[src/rtl/req_arbiter8_pkg.sv]
// Shared definitions for the eight-way request/grant arbiter.
package req_arbiter8_pkg;

  localparam int NREQ = 8;
  localparam int ID_W = 3;

  typedef enum logic [1:0] {
    IDLE    = 2'd0,
    GRANT   = 2'd1,
    RELEASE = 2'd2
  } arbState_e;

endpackage

[src/rtl/req_arbiter8_pri_enc8.sv]
// 8-to-3 priority encoder: reports the highest set index of the input vector.
module pri_enc8
  import req_arbiter8_pkg::*;
(
  input  logic [NREQ-1:0] vec_i,
  output logic [ID_W-1:0] idx_o,
  output logic            any_o
);

  // Scan upward so the last (highest) set bit overwrites lower ones.
  always_comb begin
    idx_o = '0;
    for (int i = 0; i < NREQ; i++) begin
      if (vec_i[i]) begin
        idx_o = ID_W'(i);
      end
    end
  end

  assign any_o = |vec_i;

endmodule

[src/rtl/req_arbiter8.sv]
// Eight-input arbiter with registered one-hot grants, optional round-robin,
// hold-until-release ownership, a turnaround cycle and a hold timeout that
// locks the offending requester out until it drops its request.
module req_arbiter8
  import req_arbiter8_pkg::*;
#(
  parameter int MAX_HOLD = 16,
  parameter int CNT_W    = 8
) (
  input  logic            clk,
  input  logic            rst_n,
  input  logic [NREQ-1:0] req,
  input  logic            rr_en,
  output logic [NREQ-1:0] gnt,
  output logic [ID_W-1:0] gnt_id,
  output logic            gnt_valid,
  output logic            timeout
);

  // A zero limit turns the timeout off entirely.
  localparam bit              TimeoutEn = (MAX_HOLD != 0);
  localparam logic [CNT_W-1:0] MaxHoldC = CNT_W'(MAX_HOLD);

  arbState_e       state_q, state_d;
  logic [NREQ-1:0] gnt_q, gnt_d;
  logic [ID_W-1:0] gntId_q, gntId_d;
  logic [ID_W-1:0] lastId_q, lastId_d;
  logic [NREQ-1:0] blocked_q, blocked_d;
  logic [CNT_W-1:0] holdCnt_q, holdCnt_d;
  logic            timeout_q, timeout_d;

  logic [NREQ-1:0] elig;
  logic [NREQ-1:0] lowerMask;
  logic [NREQ-1:0] masked;
  logic [ID_W-1:0] eligIdx, maskedIdx, winner;
  logic            eligAny, maskedAny;
  logic            holdAtLimit;

  // Round-robin looks first at requesters strictly below the last winner,
  // wrapping to the full eligible set when none of those are asking.
  assign elig      = req & ~blocked_q;
  assign lowerMask = (NREQ'(1) << lastId_q) - NREQ'(1);
  assign masked    = elig & lowerMask;

  pri_enc8 uEncMasked (
    .vec_i (masked),
    .idx_o (maskedIdx),
    .any_o (maskedAny)
  );

  pri_enc8 uEncElig (
    .vec_i (elig),
    .idx_o (eligIdx),
    .any_o (eligAny)
  );

  assign winner      = (rr_en && maskedAny) ? maskedIdx : eligIdx;
  assign holdAtLimit = TimeoutEn && (holdCnt_q == MaxHoldC);

  // Next-state and next-output logic; arbitration only happens from IDLE or
  // RELEASE, so the owner is never preempted and rr_en only matters there.
  always_comb begin
    state_d   = state_q;
    gnt_d     = gnt_q;
    gntId_d   = gntId_q;
    lastId_d  = lastId_q;
    holdCnt_d = holdCnt_q;
    timeout_d = 1'b0;
    blocked_d = blocked_q & req;

    case (state_q)
      GRANT: begin
        if (!req[gntId_q]) begin
          state_d   = RELEASE;
          gnt_d     = '0;
          gntId_d   = '0;
          holdCnt_d = '0;
        end else if (holdAtLimit) begin
          state_d            = RELEASE;
          gnt_d              = '0;
          gntId_d            = '0;
          holdCnt_d          = '0;
          blocked_d[gntId_q] = 1'b1;
          timeout_d          = 1'b1;
        end else if (holdCnt_q != '1) begin
          holdCnt_d = holdCnt_q + CNT_W'(1);
        end
      end

      default: begin
        if (eligAny) begin
          state_d   = GRANT;
          gnt_d     = NREQ'(1) << winner;
          gntId_d   = winner;
          lastId_d  = winner;
          holdCnt_d = CNT_W'(1);
        end else begin
          state_d   = IDLE;
          gnt_d     = '0;
          gntId_d   = '0;
          holdCnt_d = '0;
        end
      end
    endcase
  end

  // State and output registers; reset clears everything without a clock.
  always_ff @(posedge clk or negedge rst_n) begin
    if (!rst_n) begin
      state_q   <= IDLE;
      gnt_q     <= '0;
      gntId_q   <= '0;
      lastId_q  <= '0;
      blocked_q <= '0;
      holdCnt_q <= '0;
      timeout_q <= 1'b0;
    end else begin
      state_q   <= state_d;
      gnt_q     <= gnt_d;
      gntId_q   <= gntId_d;
      lastId_q  <= lastId_d;
      blocked_q <= blocked_d;
      holdCnt_q <= holdCnt_d;
      timeout_q <= timeout_d;
    end
  end

  assign gnt       = gnt_q;
  assign gnt_id    = gntId_q;
  assign gnt_valid = |gnt_q;
  assign timeout   = timeout_q;

endmodule

[config.mk]
export PLATFORM = sky130hd
export DESIGN_NAME = req_arbiter8
export DESIGN_NICKNAME = d
export VERILOG_FILES = /design/src/rtl/req_arbiter8_pkg.sv /design/src/rtl/req_arbiter8_pri_enc8.sv /design/src/rtl/req_arbiter8.sv
export SDC_FILE = /design/constraint.sdc
export NUM_CORES = 1
export LEC_CHECK = 0
export CORE_UTILIZATION = 35
export DETAILED_ROUTE_END_ITERATION = 10
export GPL_ROUTABILITY_DRIVEN = 0
export SLEW_MARGIN = 20
export SYNTH_ARGS = -nofsm -noshare
export SYNTH_HDL_FRONTEND = slang
export SYNTH_SLANG_ARGS = --single-unit
[constraint.sdc]
create_clock -name clk -period 1.7 [get_ports clk]
set_clock_uncertainty 0.05 [all_clocks]
set_input_delay 0.34 -clock clk [delete_from_list [all_inputs] [get_ports clk]]
set_output_delay 0.34 -clock clk [all_outputs]
set_load 0.02 [all_outputs]
==> flow_metrics.env, run 1 <==
export IMPL_status="finished, violations left"
export IMPL_violations="negative setup slack"
export IMPL_drc=0
export IMPL_cp_end_kind="flip-flop"
export IMPL_firstDrtPassIters=4
export IMPL_ir_drop_mv=1.11
export IMPL_crit_arrival_ns=2.13
export IMPL_grt_max_degree=34
export IMPL_pwr_share_comb_pct=59.5
export IMPL_cts_sinks=33
export IMPL_routed_wl_mm=5.36
export IMPL_drt_iter0_drc=80
export IMPL_seqPwrFrac_pct=27.2
export IMPL_syn_avg_cell_area_um2=9.87
export IMPL_fmax_ghz=0.513
export IMPL_synth_seq_area_share_pct=43.8
export IMPL_clkTransAtPathRegs_ns=0.07
export IMPL_coreArea_um2=5140
export IMPL_die_h_um=75.4
export IMPL_antennaDiodeCount=0
export IMPL_met2_usage_pct=34.2
export IMPL_worstMarginPinSlew_ns=0.357
export IMPL_setup_slack_ns=-0.251
export IMPL_cts_max_level=2
export IMPL_overflow=0
export IMPL_worstSkewPairLatency_ns=0.29
export IMPL_grt_pass1_vias=1854
export IMPL_synth_edf_count=0
export IMPL_start_util_pct=36.7
export IMPL_portBuffers=23
export IMPL_yosys_top_cells_area="dfrtp_1, a22o_1, a32o_1, nand2_1, nand3b_1"
export IMPL_r2r_slack_ns=-0.25
export IMPL_use_met3_pct=3.97
export IMPL_timing_final_crit_share_pct=115
export IMPL_pin_count=24
export IMPL_die_w_um=75.4
export IMPL_synth_distinct_cells=49
export IMPL_syn_area_um2=1880
export IMPL_holdWs_ns=0.356
export IMPL_viasPerCell=5.09
export IMPL_yosys_most_used_dff="dfrtp_1"
export IMPL_relSlewSlack_pct=75.9
export IMPL_layout_min_cycle_time_ns=1.95
export IMPL_r2r_end="gnt[3]"
export IMPL_dp_cells=346
export IMPL_grt_busiest_layer="met2"
export IMPL_antenna_left=0
export IMPL_setup_viol=31
export IMPL_final_nets=310
export IMPL_drv_slew=0
export IMPL_dieArea_um2=5680
export IMPL_reg2reg_from="lastId_q[2]"
export IMPL_leakagePower_nw=1.55
export IMPL_clockPowerShare_pct=13.3
export IMPL_pre_cts_ws_ns=-0.645
export IMPL_rows=26
export IMPL_antenna_found_initial=0
export IMPL_cts_path_max_buffers=2
export IMPL_synth_warning_count=0
export IMPL_crit_required_ns=1.88
export IMPL_grt_usage_pct=20.5
export IMPL_synth_most_common_cell="dfrtp_1"
export IMPL_wl_per_cell_um=14.6
export IMPL_ys_ff_latch=33
export IMPL_max_cap_violations=0
export IMPL_switching_share_pct=40.0
export IMPL_hp_class="input pin to async pin"
export IMPL_layout_drive_gt1_share_pct=52.0
export IMPL_p_int_mw=2.69
export IMPL_rsz0062_at_grt="yes"
export IMPL_dp_hpwl_mm=3.75
export IMPL_cts_buffers=5
export IMPL_power_net_switching_mw=1.79
export IMPL_start_kind="flip-flop"
export IMPL_critical_path_max_fanout=8
export IMPL_synth_top_area_share_pct=43.8
export IMPL_path_class="flip-flop to flip-flop"
export IMPL_area_growth_pct=68.0
export IMPL_synth_async_reset_ratio_pct=100
export IMPL_grt_pass1_wl_mm=8.59
export IMPL_synth_cells=191
export IMPL_cts_root_buffer="clkbuf_8"
export IMPL_final_cells=368
export IMPL_ff2ff_path_depth=6
export IMPL_powerDensity_nw_per_um2=1410
export IMPL_cts_tree="done"
export IMPL_yosys_area_top_type="dfrtp_1"
export IMPL_postCtsHoldBufs=0
export IMPL_grtUsageMet1_pct=27.0
export IMPL_synth_fp_nets=204
export IMPL_dr_total_vias=1874
export IMPL_finalHoldViolations=0
export IMPL_synth_common_cells="dfrtp_1, nand2_1, nor2_1"
[sequential cells by signal (all words and copies together), names as in the netlist]
signal	count
state_q	2
gnt_id	3
lastId_q	3
gnt	8
timeout	1
holdCnt_q	8
blocked_q	8
[critical path, cell delays in order, from the launching register on]
cell     delay, ns
dfrtp_2       0.47
and4b_2       0.26
a31o_4        0.23
or3_4         0.35
nor3b_2       0.16
a311o_2       0.18
a32o_1        0.18
[metal layers]
| metal | wire [um] | vias up |
|---|---|---|
| met3 | 155 | 6 |
| li1 | - | 928 |
| met2 | 2620 | 33 |
| met4 | 65 | 0 |
| met5 | 0 | - |
| met1 | 2520 | 907 |
[per-stage QoR]
stage                     power, mW  util, %  area (um^2)  TNS (ns)
after CTS                      4.18     57.9         2980     -3.34
after global routing           4.73     61.6         3170     -5.77
after global placement         3.40     53.3         2740    -16.32
after floorplan                2.33        -         1940     -2.05
final                          4.47     61.6         3170     -3.63
after detailed placement       3.41     53.3         2740    -16.18
[what timing repair did]
action,in CTS,in global routing
setup buffers,7,6
endpoints found under the setup margin,42,35
pin swaps,15,13
gates cloned,1,1
gates resized for setup,48,42
[layout make-up]
| class | instances | area (um^2) |
|---|---|---|
| Inverter | 7 | 26.3 |
| Fill cell | 474 | 1970 |
| Sequential cell | 33 | 835 |
| Multi-Input combinational cell | 144 | 1250 |
| Clock buffer | 5 | 68.8 |
| Timing Repair Buffer | 106 | 877 |
| Clock inverter | 3 | 17.5 |
| Tap cell | 70 | 87.6 |
[cells in the final DEF, fill, tap and decap left out, drive strengths merged, types with 2 or more instances in the layout]
master         netlist  final
dfrtp               33     33
a22o                10     10
and3                 2      2
mux2                 2      2
nor4                 2      2
nand3                6      6
mux2i                2      2
o21ai                8      8
a32o                 6      6
inv                  7      7
clkdlybuf4s50        0      3
clkbuf               2      5
buf                  5     84
nand3b               7      7
nor3b                2      2
clkinv               0      2
nor2                14     14
a211oi               3      3
and2b                2      2
a21oi                7      7
nor3                 4      4
o31ai                5      5
dlygate4sd2          0     16
or2                  2      2
nand4                5      5
dlymetal6s2s         0      2
ha                   2      2
nor2b                8      8
o21a                 4      4
nand2b               7      7
a31oi                3      3
o211a                4      4
nand2               14     14
[power groups by stage]
stage | registers, mW | logic [mW] | clock network, mW
3_5_place_dp | 1.20 | 2.21 | 0
5_1_grt | 1.24 | 2.86 | 0.637
4_1_cts | 1.20 | 2.38 | 0.609
2_1_floorplan | 1.22 | 1.11 | 0
3_3_place_gp | 1.20 | 2.20 | 0
6_report | 1.22 | 2.66 | 0.593
[how the worst max path moves through the flow]
stage,start,end
after global placement,req[5],gnt[6]
after detailed placement,req[2],lastId_q[0]
after floorplan,blocked_q[4],lastId_q[0]
after CTS,lastId_q[2],gnt[3]
final,lastId_q[2],gnt[3]
after global routing,lastId_q[2],gnt[3]
[cells by family (layout without fill, tap and decap cells)]
logic type	Yosys count	after routing	synth area share [%]
buf+inv	14	121	3.32
mux	4	4	2.26
fa+ha+maj	2	2	1.33
flops	33	33	43.8
simple gates	79	79	23.8
xor+xnor	1	1	0.465
compound gates	58	58	25.0
No activity file was read; power rests on OpenSTA's default activity.
==> inputs of run 2 (changes only) <==
Settings changed: SETUP_SLACK_MARGIN from default to 0.1.
==> flow_metrics.env, run 2 (synthesis gave the netlist of run 1 again) <==
export IMPL_status="finished, violations left"
export IMPL_violations="negative setup slack"
export IMPL_dp_hpwl_mm=3.56
export IMPL_worstMarginPinSlew_ns=0.384
export IMPL_firstDrtPassIters=4
export IMPL_clkTransAtPathRegs_ns=0.08
export IMPL_coreArea_um2=5140
export IMPL_hp_class="input pin to flip-flop"
export IMPL_drv_slew=0
export IMPL_drc=0
export IMPL_die_w_um=75.4
export IMPL_rows=26
export IMPL_antenna_found_initial=0
export IMPL_setup_viol=33
export IMPL_cts_root_buffer="clkbuf_8"
export IMPL_start_util_pct=36.7
export IMPL_fmax_ghz=0.505
export IMPL_nFillCells=443
export IMPL_antennaDiodeCount=0
export IMPL_relSlewSlack_pct=74.3
export IMPL_leakagePower_nw=1.56
export IMPL_path_class="flip-flop to flip-flop"
export IMPL_final_nets=305
export IMPL_final_cell_mix="buf_4, dfrtp_1, dlygate4sd2_1, nand2_1, buf_6"
export IMPL_dr_total_vias=1874
export IMPL_layout_drive_gt1_share_pct=50.9
export IMPL_drt_iter0_drc=149
export IMPL_cts_tree="done"
export IMPL_holdWs_ns=0.317
export IMPL_layout_min_cycle_time_ns=1.98
export IMPL_start_kind="flip-flop"
export IMPL_worstSkewPairLatency_ns=0.29
export IMPL_cts_max_level=2
export IMPL_crit_arrival_ns=2.16
export IMPL_portBuffers=23
export IMPL_critical_path_max_fanout=8
export IMPL_dp_cells=338
export IMPL_final_cells=363
export IMPL_cts_sinks=33
export IMPL_overflow=0
export IMPL_die_h_um=75.4
export IMPL_finalHoldViolations=0
export IMPL_power_total_mw=4.80
export IMPL_pre_cts_ws_ns=-0.661
export IMPL_multi_input_area_um2=1250
export IMPL_cts_buffers=5
export IMPL_viasPerCell=5.16
export IMPL_dieArea_um2=5680
export IMPL_max_cap_violations=0
export IMPL_wl_per_cell_um=15.4
export IMPL_routed_wl_mm=5.59
export IMPL_grt_max_degree=34
export IMPL_layout_commonest_cell="buf_4"
export IMPL_setup_slack_ns=-0.279
export IMPL_layout_area_seq_um2=832
export IMPL_grt_pass1_vias=1839
export IMPL_grt_usage_pct=21.5
export IMPL_area_growth_pct=69.2
export IMPL_cp_end_kind="flip-flop"
export IMPL_pin_count=24
export IMPL_grt_pass1_wl_mm=9.03
export IMPL_powerDensity_nw_per_um2=1510
export IMPL_ir_drop_mv=0.720
export IMPL_crit_required_ns=1.88
export IMPL_cts_path_max_buffers=2
export IMPL_timing_final_crit_share_pct=116
export IMPL_antenna_left=0
export IMPL_rsz0062_at_grt="yes"
-- run 2: cell types whose count changed in the layout (fill, tap and decap cells not counted), sizes merged --
cell / previous run / this run
dlygate4sd2: 16 / 15
clkdlybuf4s15: 1 / 0
clkdlybuf4s50: 3 / 2
clkbuf: 5 / 8
buf: 84 / 79
-- run 2: area by class of cell --
| class | instances | share of cell area [%] |
|---|---|---|
| clock buffer | 5 | 2.16 |
| clock inverter | 3 | 0.549 |
| tap | 70 | 2.75 |
| multi-input combinational | 144 | 39.2 |
| timing repair buffer | 101 | 28.5 |
| inverter | 7 | 0.824 |
| sequential | 33 | 26.1 |
-- run 2: what timing repair did --
action,4_1_cts,5_1_grt
cloned,3,0
buffers inserted,9,8
hold buffers,0,0
endpoints found under the setup margin,46,37
gates resized for setup,76,24
pin swaps,19,5
-- run 2: per-layer routing --
metal | track usage (%) | vias up | part of all wire, %
met1 | 28.8 | 895 | 45
met4 | 7.41 | 0 | 2.7
met3 | 3.97 | 15 | 3.1
met2 | 35.1 | 41 | 49
met5 | 0 | - | 0
li1 | - | 923 | -
-- run 2: final timing paths --
check                              from           end  slack [ns]  cells after the start
setup / recovery            lastId_q[2]        gnt[7]       -0.28                      6
hold / removal                   req[7]  blocked_q[7]        0.32                      3
setup reg to reg            lastId_q[2]        gnt[7]       -0.28                      6
hold reg to reg            blocked_q[4]  blocked_q[4]        0.44                      1
max in group asynchronous         rst_n     gnt_id[1]        1.05                      2
min in group asynchronous         rst_n  blocked_q[6]        0.36                      2
-- run 2: per-stage QoR --
step	cell area [um^2]	setup TNS, ns	utilization [%]
after global routing	3190	-6.91	62.0
after global placement	2690	-15.72	52.4
after detailed placement	2690	-16.11	52.4
after floorplan	1940	-2.05	-
final	3190	-5.40	62.0
after CTS	3090	-4.16	60.2
-- run 2: power breakdown --
group / internal [mW] / switching (mW)
registers: 0.974 / 0.232
logic: 1.67 / 1.33
clock network: 0.283 / 0.316
-- run 2: worst max-delay path: stages, from the launching register on --
cell and delay, ns:
dfrtp_2 0.48, and4b_2 0.30, a31o_4 0.23, or3_4 0.35
nor3b_2 0.16, a311o_2 0.17, a32o_1 0.17
==> inputs of run 3 (changes only) <==
Settings changed: CORE_MARGIN from default to 8.
==> flow_metrics.env, run 3 (synthesis gave the netlist of run 1 again) <==
export IMPL_powerDensity_nw_per_um2=1490
export IMPL_postCtsHoldBufs=0
export IMPL_dieArea_um2=7990
export IMPL_pin_count=24
export IMPL_r2r_slack_ns=-0.22
export IMPL_setup_slack_ns=-0.217
export IMPL_crit_cells=6
export IMPL_grt_max_degree=34
export IMPL_hp_class="input pin to async pin"
export IMPL_cp_end_kind="flip-flop"
export IMPL_grt_pass1_vias=1919
export IMPL_dp_cells=339
export IMPL_crit_start="lastId_q[2]"
export IMPL_dp_hpwl_mm=3.91
export IMPL_start_util_pct=36.7
export IMPL_grt_pass1_wl_mm=9.40
export IMPL_area_growth_pct=66.3
export IMPL_cts_path_max_buffers=2
export IMPL_critical_path_max_fanout=8
export IMPL_relSlewSlack_pct=75.3
export IMPL_layout_commonest_cell="buf_4"
export IMPL_cts_tree="done"
export IMPL_max_cap_violations=0
export IMPL_crit_family="simple AND/OR/NAND/NOR gates"
export IMPL_die_h_um=89.4
export IMPL_antennaDiodeCount=0
export IMPL_fmax_ghz=0.522
export IMPL_use_met3_pct=3.86
export IMPL_timing_final_crit_share_pct=113
export IMPL_ir_drop_mv=0.811
export IMPL_grtUsageMet1_pct=19.4
export IMPL_fin_area_um2=3130
export IMPL_worstSkewPairLatency_ns=0.28
export IMPL_drc=0
export IMPL_cts_max_level=2
export IMPL_max_stage_delay_ns=0.47
export IMPL_ff2ff_path_depth=6
export IMPL_drv_slew=0
export IMPL_cp_slowest_cell="dfrtp_2"
export IMPL_violations="negative setup slack"
export IMPL_final_cell_mix="buf_4, dfrtp_1, dlygate4sd2_1, nand2_1, a22o_1"
export IMPL_dr_total_vias=1871
export IMPL_grt_usage_pct=15.4
export IMPL_crit_path_cell_trace="and4b_2 > a31o_4 > or3_4 > nor3b_2 > a311o_2 > a32o_1"
export IMPL_layout_drive_gt1_share_pct=52.4
export IMPL_leakagePower_nw=1.52
export IMPL_routed_wl_mm=5.75
export IMPL_final_nets=302
export IMPL_crit_required_ns=1.88
export IMPL_placed_area_um2=2700
export IMPL_start_kind="flip-flop"
export IMPL_path_buf_inv=0
export IMPL_antenna_left=0
export IMPL_pre_cts_ws_ns=-0.665
export IMPL_layout_min_cycle_time_ns=1.92
export IMPL_antenna_found_initial=0
export IMPL_crit_arrival_ns=2.09
export IMPL_crit_path_end="gnt[7]"
export IMPL_clkTransAtPathRegs_ns=0.07
export IMPL_setup_viol=32
export IMPL_rsz0062_at_grt="yes"
export IMPL_reg2reg_from="lastId_q[2]"
export IMPL_overflow=0
export IMPL_worstMarginPinSlew_ns=0.370
export IMPL_viasPerCell=5.20
export IMPL_met2_usage_pct=25.5
export IMPL_finalHoldViolations=0
export IMPL_cts_buffers=5
export IMPL_cts_sinks=33
export IMPL_die_w_um=89.4
export IMPL_wl_per_cell_um=16.0
export IMPL_drt_iter0_drc=91
export IMPL_coreArea_um2=5140
export IMPL_grt_busiest_layer="met2"
export IMPL_firstDrtPassIters=4
export IMPL_power_total_mw=4.68
export IMPL_portBuffers=23
export IMPL_r2r_end="gnt[7]"
export IMPL_cts_root_buffer="clkbuf_8"
export IMPL_path_class="flip-flop to flip-flop"
export IMPL_final_cells=360
export IMPL_status="finished, violations left"
export IMPL_rows=26
[run 3: final cells by class]
| type | count | area, um^2 |
|---|---|---|
| repair buffers | 98 | 845 |
| well taps | 70 | 87.6 |
| clock buffers | 5 | 68.8 |
| multi-input cells | 144 | 1250 |
| clock inverters | 3 | 17.5 |
| fillers | 471 | 2010 |
| flip-flops and latches | 33 | 833 |
| inverters | 7 | 26.3 |
[run 3: worst min path at each step]
stage / startpoint / to / slack (ns) / cells past startpoint
2_1_floorplan: rst_n / blocked_q[0] / -0.006 / 0
4_1_cts: rst_n / blocked_q[6] / 0.37 / 2
3_5_place_dp: blocked_q[6] / blocked_q[6] / 0.42 / 2
5_1_grt: rst_n / blocked_q[6] / 0.38 / 2
6_report: rst_n / blocked_q[3] / 0.37 / 2
3_3_place_gp: blocked_q[6] / blocked_q[6] / 0.41 / 2
[run 3: power breakdown]
| part | switching, mW | leakage (nW) | total (mW) | internal (mW) |
|---|---|---|---|---|
| Combinational | 1.33 | 1.05 | 2.90 | 1.57 |
| Clock | 0.303 | 0.0439 | 0.585 | 0.283 |
| Sequential | 0.219 | 0.431 | 1.20 | 0.977 |
[run 3: repair_timing]
action	in CTS	in global routing
pin swaps	23	11
endpoints found under the setup margin	46	35
resized for setup	75	26
gates cloned	2	1
buffers inserted	8	3
[run 3: metal layers]
metal / part of all wire [%] / up-vias
met2: 49 / 43
met4: 1.9 / 0
met1: 45 / 899
met3: 4.5 / 10
li1: - / 919
met5: 0 / -
[run 3: per-stage QoR]
step	hold slack, ns	setup TNS [ns]	util [%]
5_1_grt	0.380	-5.42	61.0
3_5_place_dp	0.418	-16.19	52.5
4_1_cts	0.371	-2.68	58.6
2_1_floorplan	-0.00559	-2.05	-
6_report	0.367	-4.21	61.0
3_3_place_gp	0.410	-15.68	52.5
